[src/rtl/i2c_result_harvest_pkg.sv]
// rtl/i2c_result_harvest_pkg.sv - shared state encoding and result-quarter constants
package i2c_result_harvest_pkg;

    typedef enum logic [2:0] {
        IDLE    = 3'd0,
        FREEZE  = 3'd1,
        READ    = 3'd2,
        DRAIN   = 3'd3,
        RELEASE = 3'd4
    } harvest_state_e;

    // Upper address bits selecting the result quarter (0x800-0xbff) of the local bus
    localparam logic [1:0] RESULT_PREFIX = 2'b10;

    // One stream beat as stored in the output FIFO
    typedef struct packed {
        logic [7:0] data;
        logic [9:0] off;
        logic       last;
    } stream_beat_t;

    localparam int FIFO_W = $bits(stream_beat_t);

    function automatic logic [11:0] result_addr(input logic [9:0] off);
        return {RESULT_PREFIX, off};
    endfunction

endpackage

[src/rtl/i2c_result_harvest_if.sv]
// rtl/i2c_result_harvest_if.sv - harvested byte stream handshake bundle
interface i2c_result_harvest_if;

    logic [7:0] m_data;
    logic [9:0] m_off;
    logic       m_last;
    logic       m_valid;
    logic       m_ready;

    modport master (
        output m_data,
        output m_off,
        output m_last,
        output m_valid,
        input  m_ready
    );

    modport slave (
        input  m_data,
        input  m_off,
        input  m_last,
        input  m_valid,
        output m_ready
    );

endinterface

[src/rtl/i2c_result_harvest_fifo.sv]
// rtl/i2c_result_harvest_fifo.sv - synchronous stream FIFO with a registered output stage
module harvest_fifo
    import i2c_result_harvest_pkg::*;
#(
    parameter int aw = 2
) (
    input  logic              clk,
    input  logic              rst,
    input  logic              wr_valid,
    input  logic [FIFO_W-1:0] wr_data,
    output logic [aw:0]       free_slots,
    output logic [FIFO_W-1:0] rd_data,
    output logic              rd_valid,
    input  logic              rd_ready
);

    localparam int          depth   = 1 << aw;
    localparam logic [aw:0] depth_w = (aw + 1)'(depth);

    logic [FIFO_W-1:0] mem_q [depth];
    logic [aw-1:0]     wr_ptr_q, wr_ptr_d;
    logic [aw-1:0]     rd_ptr_q, rd_ptr_d;
    logic [aw:0]       cnt_q, cnt_d;
    logic [FIFO_W-1:0] out_q, out_d;
    logic              out_valid_q, out_valid_d;
    logic              mem_we, mem_re, bypass;

    // The output register refills from storage first, else straight from the write port,
    // so a write into an empty FIFO is visible on the very next cycle.
    always_comb begin
        wr_ptr_d    = wr_ptr_q;
        rd_ptr_d    = rd_ptr_q;
        out_d       = out_q;
        out_valid_d = out_valid_q;
        mem_re      = 1'b0;
        bypass      = 1'b0;
        if (!out_valid_q || rd_ready) begin
            if (cnt_q != '0) begin
                out_d       = mem_q[rd_ptr_q];
                out_valid_d = 1'b1;
                mem_re      = 1'b1;
            end else if (wr_valid) begin
                out_d       = wr_data;
                out_valid_d = 1'b1;
                bypass      = 1'b1;
            end else begin
                out_valid_d = 1'b0;
            end
        end
        mem_we = wr_valid && !bypass;
        if (mem_we) wr_ptr_d = wr_ptr_q + 1'b1;
        if (mem_re) rd_ptr_d = rd_ptr_q + 1'b1;
        cnt_d = cnt_q + (aw + 1)'(mem_we) - (aw + 1)'(mem_re);
    end

    // Pointer, occupancy and output-stage registers
    always_ff @(posedge clk) begin
        if (rst) begin
            wr_ptr_q    <= '0;
            rd_ptr_q    <= '0;
            cnt_q       <= '0;
            out_q       <= '0;
            out_valid_q <= 1'b0;
        end else begin
            wr_ptr_q    <= wr_ptr_d;
            rd_ptr_q    <= rd_ptr_d;
            cnt_q       <= cnt_d;
            out_q       <= out_d;
            out_valid_q <= out_valid_d;
        end
    end

    // Storage array; contents are don't-care while the count says empty
    always_ff @(posedge clk) begin
        if (mem_we) mem_q[wr_ptr_q] <= wr_data;
    end

    assign free_slots = depth_w - cnt_q;
    assign rd_data    = out_q;
    assign rd_valid   = out_valid_q;

endmodule

[src/rtl/i2c_result_harvest.sv]
// rtl/i2c_result_harvest.sv - freezes the I2C result buffer, reads it out and streams the bytes
module i2c_result_harvest
    import i2c_result_harvest_pkg::*;
#(
    parameter int         len     = 32,
    parameter logic [9:0] base    = 10'h000,
    parameter int         fifo_aw = 2,
    parameter int         settle  = 3
) (
    input  logic                        clk,
    input  logic                        rst,
    input  logic                        enable,
    input  logic                        updated,
    output logic                        freeze,
    output logic [11:0]                 lb_addr,
    output logic                        lb_write,
    input  logic [7:0]                  lb_dout,
    input  logic [11:0]                 host_addr,
    input  logic                        host_write,
    output logic                        host_wlost,
    i2c_result_harvest_if.master        m,
    output logic [15:0]                 frame_cnt,
    output logic                        busy
);

    localparam logic [10:0] last_idx    = 11'(len - 1);
    localparam logic [7:0]  settle_last = 8'(settle - 1);

    harvest_state_e state_q, state_d;
    logic [7:0]     settle_cnt_q, settle_cnt_d;
    logic [10:0]    idx_q, idx_d;
    logic           inflight_q, inflight_d;
    logic [9:0]     land_off_q, land_off_d;
    logic           land_last_q, land_last_d;
    logic           freeze_q, freeze_d;
    logic           host_wlost_q, host_wlost_d;
    logic [15:0]    frame_cnt_q, frame_cnt_d;
    logic           busy_q, busy_d;

    logic [fifo_aw:0] fifo_free;
    logic [FIFO_W-1:0] fifo_rd_data;
    logic              fifo_rd_valid;
    stream_beat_t      wr_beat, rd_beat;
    logic [9:0]        rd_off;
    logic              issue;

    assign rd_off = base + idx_q[9:0];
    // A read is only launched when its byte is guaranteed a FIFO slot alongside the one already in flight
    assign issue  = (state_q == READ) && (fifo_free > (fifo_aw + 1)'(inflight_q));

    // Local-bus ownership: host in IDLE, harvester otherwise (host writes are dropped)
    always_comb begin
        if (state_q == IDLE) begin
            lb_addr  = host_addr;
            lb_write = host_write;
        end else begin
            lb_addr  = result_addr(rd_off);
            lb_write = 1'b0;
        end
    end

    // Harvest sequencing, issue counter and in-flight tracking
    always_comb begin
        state_d      = state_q;
        settle_cnt_d = settle_cnt_q;
        idx_d        = idx_q;
        frame_cnt_d  = frame_cnt_q;
        inflight_d   = issue;
        land_off_d   = rd_off;
        land_last_d  = issue && (idx_q == last_idx);
        host_wlost_d = host_wlost_q || (host_write && (state_q != IDLE));
        case (state_q)
            IDLE: begin
                if (enable && updated) begin
                    state_d      = FREEZE;
                    settle_cnt_d = '0;
                    idx_d        = '0;
                end
            end
            FREEZE: begin
                if (settle_cnt_q == settle_last) state_d = READ;
                else settle_cnt_d = settle_cnt_q + 8'd1;
            end
            READ: begin
                if (issue) begin
                    idx_d = idx_q + 11'd1;
                    if (idx_q == last_idx) state_d = DRAIN;
                end
            end
            DRAIN: begin
                if (inflight_q && land_last_q) state_d = RELEASE;
            end
            RELEASE: begin
                if (!updated) begin
                    state_d     = IDLE;
                    frame_cnt_d = frame_cnt_q + 16'd1;
                end
            end
            default: state_d = IDLE;
        endcase
        freeze_d = (state_d == FREEZE) || (state_d == READ) || (state_d == DRAIN);
        busy_d   = (state_d != IDLE);
    end

    // All control state and registered outputs
    always_ff @(posedge clk) begin
        if (rst) begin
            state_q      <= IDLE;
            settle_cnt_q <= '0;
            idx_q        <= '0;
            inflight_q   <= 1'b0;
            land_off_q   <= '0;
            land_last_q  <= 1'b0;
            freeze_q     <= 1'b0;
            host_wlost_q <= 1'b0;
            frame_cnt_q  <= '0;
            busy_q       <= 1'b0;
        end else begin
            state_q      <= state_d;
            settle_cnt_q <= settle_cnt_d;
            idx_q        <= idx_d;
            inflight_q   <= inflight_d;
            land_off_q   <= land_off_d;
            land_last_q  <= land_last_d;
            freeze_q     <= freeze_d;
            host_wlost_q <= host_wlost_d;
            frame_cnt_q  <= frame_cnt_d;
            busy_q       <= busy_d;
        end
    end

    assign wr_beat = '{data: lb_dout, off: land_off_q, last: land_last_q};

    harvest_fifo #(
        .aw (fifo_aw)
    ) u_fifo (
        .clk        (clk),
        .rst        (rst),
        .wr_valid   (inflight_q),
        .wr_data    (wr_beat),
        .free_slots (fifo_free),
        .rd_data    (fifo_rd_data),
        .rd_valid   (fifo_rd_valid),
        .rd_ready   (m.m_ready)
    );

    assign rd_beat    = fifo_rd_data;
    assign m.m_data   = rd_beat.data;
    assign m.m_off    = rd_beat.off;
    assign m.m_last   = rd_beat.last;
    assign m.m_valid  = fifo_rd_valid;

    assign freeze     = freeze_q;
    assign host_wlost = host_wlost_q;
    assign frame_cnt  = frame_cnt_q;
    assign busy       = busy_q;

endmodule

[src/flat_wrapper.sv]
// flat-port wrapper written by rule: the top's interface ports become plain ports
module i2c_result_harvest_flat import i2c_result_harvest_pkg::*;
#(
    parameter int         len     = 32,
    parameter logic [9:0] base    = 10'h000,
    parameter int         fifo_aw = 2,
    parameter int         settle  = 3
)
  (clk, rst, enable, updated, freeze, lb_addr, lb_write, lb_dout, host_addr, host_write, host_wlost, frame_cnt, busy, m_m_data, m_m_off, m_m_last, m_m_valid, m_m_ready);
  i2c_result_harvest_if m_i ();
  input  logic clk;
  input  logic rst;
  input  logic enable;
  input  logic updated;
  output logic freeze;
  output logic [11:0] lb_addr;
  output logic lb_write;
  input  logic [7:0] lb_dout;
  input  logic [11:0] host_addr;
  input  logic host_write;
  output logic host_wlost;
  output logic [15:0] frame_cnt;
  output logic busy;
  output wire logic [$bits(m_i.m_data)-1:0] m_m_data;
  output wire logic [$bits(m_i.m_off)-1:0] m_m_off;
  output wire logic [$bits(m_i.m_last)-1:0] m_m_last;
  output wire logic [$bits(m_i.m_valid)-1:0] m_m_valid;
  input wire logic [$bits(m_i.m_ready)-1:0] m_m_ready;
  assign m_m_data = m_i.m_data;
  assign m_m_off = m_i.m_off;
  assign m_m_last = m_i.m_last;
  assign m_m_valid = m_i.m_valid;
  assign m_i.m_ready = m_m_ready;
  i2c_result_harvest #(.len(len), .base(base), .fifo_aw(fifo_aw), .settle(settle)) u_core (.clk(clk), .rst(rst), .enable(enable), .updated(updated), .freeze(freeze), .lb_addr(lb_addr), .lb_write(lb_write), .lb_dout(lb_dout), .host_addr(host_addr), .host_write(host_write), .host_wlost(host_wlost), .m(m_i), .frame_cnt(frame_cnt), .busy(busy));
endmodule
[config.mk]
export PLATFORM = sky130hd
export DESIGN_NAME = i2c_result_harvest_flat
export DESIGN_NICKNAME = d
export VERILOG_FILES = /design/src/rtl/i2c_result_harvest_pkg.sv /design/src/rtl/i2c_result_harvest_if.sv /design/src/rtl/i2c_result_harvest_fifo.sv /design/src/rtl/i2c_result_harvest.sv /design/src/flat_wrapper.sv
export SDC_FILE = /design/constraint.sdc
export NUM_CORES = 1
export LEC_CHECK = 0
export ABC_AREA = 0
export BUFFER_PORTS_ARGS = -buffer_cell sky130_fd_sc_hd__buf_2
export CORE_ASPECT_RATIO = 0.8
export CORE_MARGIN = 2
export CORE_UTILIZATION = 55
export CTS_CLUSTER_SIZE = 30
export DETAILED_ROUTE_END_ITERATION = 10
export GPL_TIMING_DRIVEN = 0
export PLACE_DENSITY = 0.83
export SLEW_MARGIN = 40
export SYNTH_ARGS = -nofsm -noshare
export SYNTH_HDL_FRONTEND = slang
export SYNTH_SLANG_ARGS = --single-unit
[constraint.sdc]
create_clock -name clk -period 5 [get_ports clk]
set_input_delay 0.5 -clock clk [delete_from_list [all_inputs] [get_ports clk]]
set_output_delay 0.5 -clock clk [all_outputs]
set_load 0.005 [all_outputs]
==> flow_summary.ini, run 1 <==
[placed_design]
numPortBuffers = 76
dp_hpwl_um = 8840
gp_congestion = 0.825
dp.cells = 739
dp_slack_ps = 1990

[yosys]
synth_seq_cells = 158
syn_nets = 555
synth_fa_ha_area_share_pct = 2.84
yosys.area_share.simple_pct = 12.8
synth_top_family_by_area = simple AND/OR/NAND/NOR gates
synthFlopType = dfxtp_1
synth_compound_area_share_pct = 7.44
ys.warnings.count = 0
syn_area_um2 = 6420
synth_xor_area_share_pct = 4.91
ys_types = 50
syn-mean-instance-area_um2 = 12.5
synth-async-reset-ratio_pct = 0
synth-edff-count = 76
synth_cells = 515
seq_area_frac_synth_pct = 61.1
synth_mux_area_share_pct = 8.05

[critical_path]
crit_required_ps = 5290
end_kind = flip-flop
worstPathArrival_ps = 3510
start_kind = flip-flop
worst-path-max-fanout = 8
crit_type = flip-flop to flip-flop

[clock_tree]
clkLatencyLatePin_ps = 420
htreeDepth = 4
cts_made_buffers = 17
cts_hold_buf = 0
cts_buffer_depth = 2
postCtsSetupBuffers = 0
cts.sinks = 158
clk_pin_slew_ps = 70
cts_root_buffer = clkbuf_16
tritoncts = built
cts_resized = 0

[sta]
min_period_over_period_pct = 64.3
rsz0062_at_grt = no
final.setup_skew_ps = 7.48
hold_viol = 0
tightest_slew_ps = 637
setup_viol = 0
fin_setup_tns_ps = 0
max_freq_mhz = 311
final.min_clock_period_ps = 3210
slew_violations = 0
setup_ws_ps = 1790
relSlewSlack_pct = 57.5

[status]
status = completed

[layout]
drive_gt1_share_pct = 25.4
fillers = 815
nNetsFinal = 650
area_growth_syn_to_layout_pct = 17.5
stdcell_count = 770
n_antenna_cell = 0

[power]
p_leak_uw = 0.00289
power_density_nw_per_um2 = 476
ir_drop_uv = 318

[route]
drtIter0Drc = 402
wl_per_cell_um = 17.8
drtAntennaViolNets = 0
drt-pass1-iter-count = 4
via_per_inst = 5.67
via_count = 4364
drc = 0
wirelength_um = 13700

[global_route]
grt_pass1_vias = 4320
antenna_found_initial = 0
grt_pass1_wl_um = 22100
grt_start_max_net_pins = 20
overflow = 0
track_usage_pct = 22.8

[die]
die_height_um = 101
dieArea_um2 = 12600
die_w_um = 125
io_pins = 78
row_count = 35
initial_core_util_pct = 56.2
coreArea_um2 = 11400

[flow_run]
maxCapViolCount = 0

[worst_hold_path]
min-delay-path-class = input pin to flip-flop
-- through the flow --
stage / cell area (um^2) / util (%) / hold WS [ps] / power, uW
6_report: 7540 / 66.0 / 313 / 3590
5_1_grt: 7540 / 66.0 / 305 / 3760
4_1_cts: 7540 / 65.9 / 301 / 3610
3_5_place_dp: 6990 / 61.2 / 488 / 2380
3_3_place_gp: 6990 / 61.1 / 446 / 2340
2_1_floorplan: 6420 / - / 460 / 2100
-- cell type report --
| class | count | area, um^2 | share of cell area [%] |
|---|---|---|---|
| sequential | 158 | 3920 | 52.0 |
| multi-input combinational | 314 | 2330 | 30.9 |
| clock buffer | 18 | 429 | 5.69 |
| timing repair buffer | 76 | 380 | 5.04 |
| tap | 148 | 185 | 2.45 |
| buffer | 26 | 119 | 1.58 |
| clock inverter | 13 | 115 | 1.53 |
| inverter | 17 | 63.8 | 0.846 |
-- cell usage in the layout, fill, tap and decap left out, drive strengths merged, types with 2 or more instances in the layout --
cell	n
clkinvlp	2
mux4	19
nand3	11
nand2b	4
dfxtp	82
nor3	2
xnor2	15
a32oi	2
o2111ai	3
ha	13
nor4	2
nor4b	2
clkbuf	32
nor2b	10
edfxtp	76
buf	88
o21ai	7
nor3b	2
and2	7
mux2	7
inv	21
nand4	5
and4	4
nand2	34
xor2	21
and3	7
clkinv	6
nor2	74
a21oi	25
a211oi	25
-- synth_stat cells, types with 2 or more instances --
library cell | instances | area share (%)
a211oi_1 | 25 | 2.9
a21oi_1 | 25 | 1.9
nand2b_1 | 4 | 0.39
o21ai_1 | 2 | 0.16
o2111ai_1 | 3 | 0.41
and4_1 | 4 | 0.55
nand2_1 | 34 | 2.0
edfxtp_1 | 76 | 36
nor2b_1 | 10 | 0.97
nor4_1 | 2 | 0.19
and3_1 | 7 | 0.68
xnor2_1 | 15 | 2.0
xor2_1 | 21 | 2.9
inv_1 | 16 | 0.94
nor3b_2 | 2 | 0.39
buf_2 | 7 | 0.55
mux4_2 | 19 | 6.7
clkbuf_1 | 13 | 0.76
buf_1 | 2 | 0.12
nor2_1 | 73 | 4.3
o21ai_0 | 5 | 0.39
ha_1 | 13 | 2.5
and2_1 | 7 | 0.68
mux2_2 | 7 | 1.2
a32oi_1 | 2 | 0.27
buf_4 | 3 | 0.35
dfxtp_1 | 82 | 26
nand4_1 | 5 | 0.49
nand3_1 | 10 | 0.78
-- registers in the layout, summed over array words and instances (netlist names), named ones only --
| register | cells |
|---|---|
| u_core.u_fifo.cnt_q | 3 |
| u_core.u_fifo.wr_ptr_q | 2 |
| u_core.host_wlost | 1 |
| u_core.settle_cnt_q | 8 |
| u_core.u_fifo.mem_q | 76 |
| u_core.inflight_q | 1 |
| u_core.u_fifo.rd_data | 19 |
| u_core.busy | 1 |
| u_core.idx_q | 11 |
| u_core.state_q | 3 |
| u_core.u_fifo.rd_valid | 1 |
| u_core.land_off_q | 10 |
| u_core.frame_cnt | 16 |
| u_core.land_last_q | 1 |
| u_core.u_fifo.rd_ptr_q | 2 |
| u_core.freeze | 1 |
-- where the power goes --
group | switching, uW | internal (uW) | total [uW]
sequential | 59.7 | 1460 | 1520
combinational | 500 | 359 | 859
clock | 533 | 686 | 1220
total | 1090 | 2500 | 3590
-- worst max-delay path, stage by stage, from the launching register on --
cell     delay, ps
dfxtp_1        380
inv_1          100
ha_1           200
ha_1           180
buf_2          160
a21oi_1        490
inv_1          120
ha_1           310
inv_1           60
ha_1           130
inv_1           60
fa_1           410
xnor2_1        250
xnor2_1        180
nor2_1          60
-- logic make-up after synthesis --
group | Yosys count
buffers and inverters | 43
xor gates and xnor gates | 36
muxes | 27
AOI/OAI and AO/OA | 70
adders and majority gates | 14
and+or+nand+nor | 167
DFF | 158
-- per-layer routing --
metal	share of wire, %	GRT usage (%)	vias up
li1	-	-	2039
met1	44	29.9	2163
met2	49	37.8	145
met3	5.1	4.30	17
met4	1.4	10.0	0
met5	0	0	-
-- final timing paths --
| kind | from | endpoint | slack, ps | depth (start not counted) |
|---|---|---|---|---|
| worst max register to register | u_core.u_fifo.cnt_q[1]$_SDFF_PP0_ | u_core.u_fifo.cnt_q[2]$_SDFF_PP0_ | 1790 | 14 |
| worst min register to register | u_core.u_fifo.rd_data[11]$_SDFFE_PP0P_ | u_core.u_fifo.rd_data[11]$_SDFFE_PP0P_ | 490 | 2 |
| worst max-delay path | u_core.u_fifo.cnt_q[1]$_SDFF_PP0_ | u_core.u_fifo.cnt_q[2]$_SDFF_PP0_ | 1790 | 14 |
| worst min-delay path | lb_dout[0] | u_core.u_fifo.mem_q[1][11]$_DFFE_PP_ | 310 | 1 |
Note: power is estimated with default switching activity, not from simulation.
==> run 2: changes to the inputs <==
- clock period: 5 -> 3.1 ns (I/O delays scaled with it)
==> run 2 against run 1 <==
Sequential cell count is the same. First-iteration DRC count shrank 4.0%. Combinational power grew 62%. Sequential power grew 61%. Sequential share of layout area shrank 0.078 points. Non-clock buffer count is the same. Via count shrank 0.16%. Register-to-register slack lost 1600 ps. Total power grew 62%.
==> flow_summary.ini, run 2 (synthesis gave the netlist of run 1 again) <==
[status]
status = completed

[clock_tree]
cts_buffer_depth = 2
cts_root_buffer = clkbuf_16
htreeDepth = 4
postCtsSetupBuffers = 0
cts_hold_buf = 0
tritoncts = built
clkLatencyLatePin_ps = 420
cts_made_buffers = 17
clk_pin_slew_ps = 60
cts.sinks = 158

[sta]
setup_viol = 0
final.min_clock_period_ps = 2920
slew_violations = 0
max_freq_mhz = 342
min_period_over_period_pct = 94.3
fin_setup_tns_ps = 0
hold_viol = 0
holdWs_ps = 119
relSlewSlack_pct = 55.5
setup_ws_ps = 176
tightest_slew_ps = 667
final.setup_skew_ps = 5.73

[die]
die_height_um = 101
coreArea_um2 = 11400
row_count = 35
dieArea_um2 = 12600
initial_core_util_pct = 56.2
die_w_um = 125
io_pins = 78

[layout]
stdcell_count = 770
n_antenna_cell = 0
mostFrequentLayoutCell = buf_2
drive_gt1_share_pct = 25.6
fillers = 813
area_growth_syn_to_layout_pct = 17.7
largest_reg_flops = 76
nNetsFinal = 650
mostFrequentLayoutCells = buf_2, dfxtp_1, edfxtp_1
top_register = u_core.u_fifo.mem_q

[critical_path]
end_kind = flip-flop
path_delay_family = adder cells
start_kind = flip-flop
max_stage_delay_ps = 410
r2r-end = u_core.u_fifo.cnt_q[2]$_SDFF_PP0_
reg2reg_from = u_core.u_fifo.cnt_q[1]$_SDFF_PP0_
worstPathArrival_ps = 3220
crit_type = flip-flop to flip-flop
crit_path_top_delay_cell = fa_1
crit_required_ps = 3390
crit_buf_inv = 5
regToRegSetupSlack_ps = 180
worst-path-max-fanout = 8
reg2reg_depth = 14
crit_chain = inv_1, ha_1, ha_1, buf_2, a21oi_4, inv_1, ha_1, inv_1, ha_1, inv_1, fa_1, xnor2_1, xnor2_1, nor2_1

[flow_run]
maxCapViolCount = 0

[global_route]
overflow = 0
grt_pass1_vias = 4323
grt_pass1_wl_um = 22100
antenna_found_initial = 0
grt_start_max_net_pins = 20
track_usage_pct = 22.9

[worst_hold_path]
min_from = lb_dout[0]
min-delay-path-class = input pin to flip-flop
hold_depth = 1
min_to = u_core.u_fifo.mem_q[1][11]$_DFFE_PP_

[power]
p_leak_uw = 0.00290
ir_drop_uv = 520
clock_power_share_pct = 33.9
comb_power_share_pct = 24.0
power_density_nw_per_um2 = 768
switchingPower_uw = 1770
p_int_uw = 4040
seq_power_share_pct = 42.1
switching_share_pct = 30.5

[placed_design]
dp.cells = 739
numPortBuffers = 76
gp_congestion = 0.825
dp_slack_ps = 87.1
dp_hpwl_um = 8840

[route]
drc = 0
wirelength_um = 13800
drtIter0Drc = 386
wl_per_cell_um = 17.9
via_per_inst = 5.66
drtAntennaViolNets = 0
drt-pass1-iter-count = 4
via_count = 4357
[run 2: cell count changes in the layout (fill, tap and decap cells not counted)]
| cell | change |
|---|---|
| a21oi_1 | -1 |
| a21oi_4 | +1 |
[run 2: power groups by stage]
| stage | logic, uW | registers (uW) | clock network, uW |
|---|---|---|---|
| 2_1_floorplan | 900 | 2490 | 0 |
| 3_3_place_gp | 1300 | 2480 | 0 |
| 3_5_place_dp | 1350 | 2490 | 0 |
| 4_1_cts | 1400 | 2450 | 1980 |
| 5_1_grt | 1540 | 2460 | 2060 |
| 6_report | 1390 | 2440 | 1970 |
[run 2: how the worst max path moves through the flow]
| stage | start | end | slack (ps) | cells past startpoint |
|---|---|---|---|---|
| 2_1_floorplan | u_core.u_fifo.cnt_q[1]$_SDFF_PP0_ | u_core.u_fifo.cnt_q[2]$_SDFF_PP0_ | 460 | 14 |
| 3_3_place_gp | u_core.u_fifo.cnt_q[1]$_SDFF_PP0_ | u_core.u_fifo.cnt_q[2]$_SDFF_PP0_ | 240 | 14 |
| 3_5_place_dp | u_core.u_fifo.cnt_q[1]$_SDFF_PP0_ | u_core.u_fifo.cnt_q[2]$_SDFF_PP0_ | 90 | 14 |
| 4_1_cts | u_core.u_fifo.cnt_q[1]$_SDFF_PP0_ | u_core.u_fifo.cnt_q[2]$_SDFF_PP0_ | 40 | 14 |
| 5_1_grt | u_core.u_fifo.cnt_q[1]$_SDFF_PP0_ | u_core.u_fifo.cnt_q[2]$_SDFF_PP0_ | -0.5 | 13 |
| 6_report | u_core.u_fifo.cnt_q[1]$_SDFF_PP0_ | u_core.u_fifo.cnt_q[2]$_SDFF_PP0_ | 180 | 14 |
[run 2: what timing repair did]
item,4_1_cts,5_1_grt
gates cloned,0,0
pin swaps,0,0
gates resized for setup,1,1
setup endpoints to repair,1,1
[run 2: area by class of cell]
class | instances | area [um^2] | area share [%]
flip-flops and latches | 158 | 3920 | 51.9
clock inverters | 13 | 115 | 1.52
plain buffers | 26 | 119 | 1.57
clock buffers | 18 | 429 | 5.68
well taps | 148 | 185 | 2.45
repair buffers | 76 | 380 | 5.03
multi-input cells | 314 | 2340 | 31.0
inverters | 17 | 63.8 | 0.845
[run 2: layer usage]
| metal | wire [um] | part of all wire (%) | track usage, % | vias to the layer above |
|---|---|---|---|---|
| met4 | 244 | 1.8 | 10.0 | 0 |
| met2 | 6770 | 49 | 38.0 | 143 |
| met3 | 675 | 4.9 | 4.30 | 25 |
| met1 | 6100 | 44 | 29.9 | 2150 |
| met5 | 0 | 0 | 0 | - |
| li1 | - | - | - | 2039 |
[run 2: metrics by stage]
stage / instance area [um^2] / power (uW) / util (%)
floorplan: 6420 / 3390 / -
global placement: 6990 / 3780 / 61.1
detailed placement: 6990 / 3840 / 61.2
CTS: 7540 / 5830 / 66.0
global route: 7560 / 6070 / 66.1
finish: 7560 / 5800 / 66.1
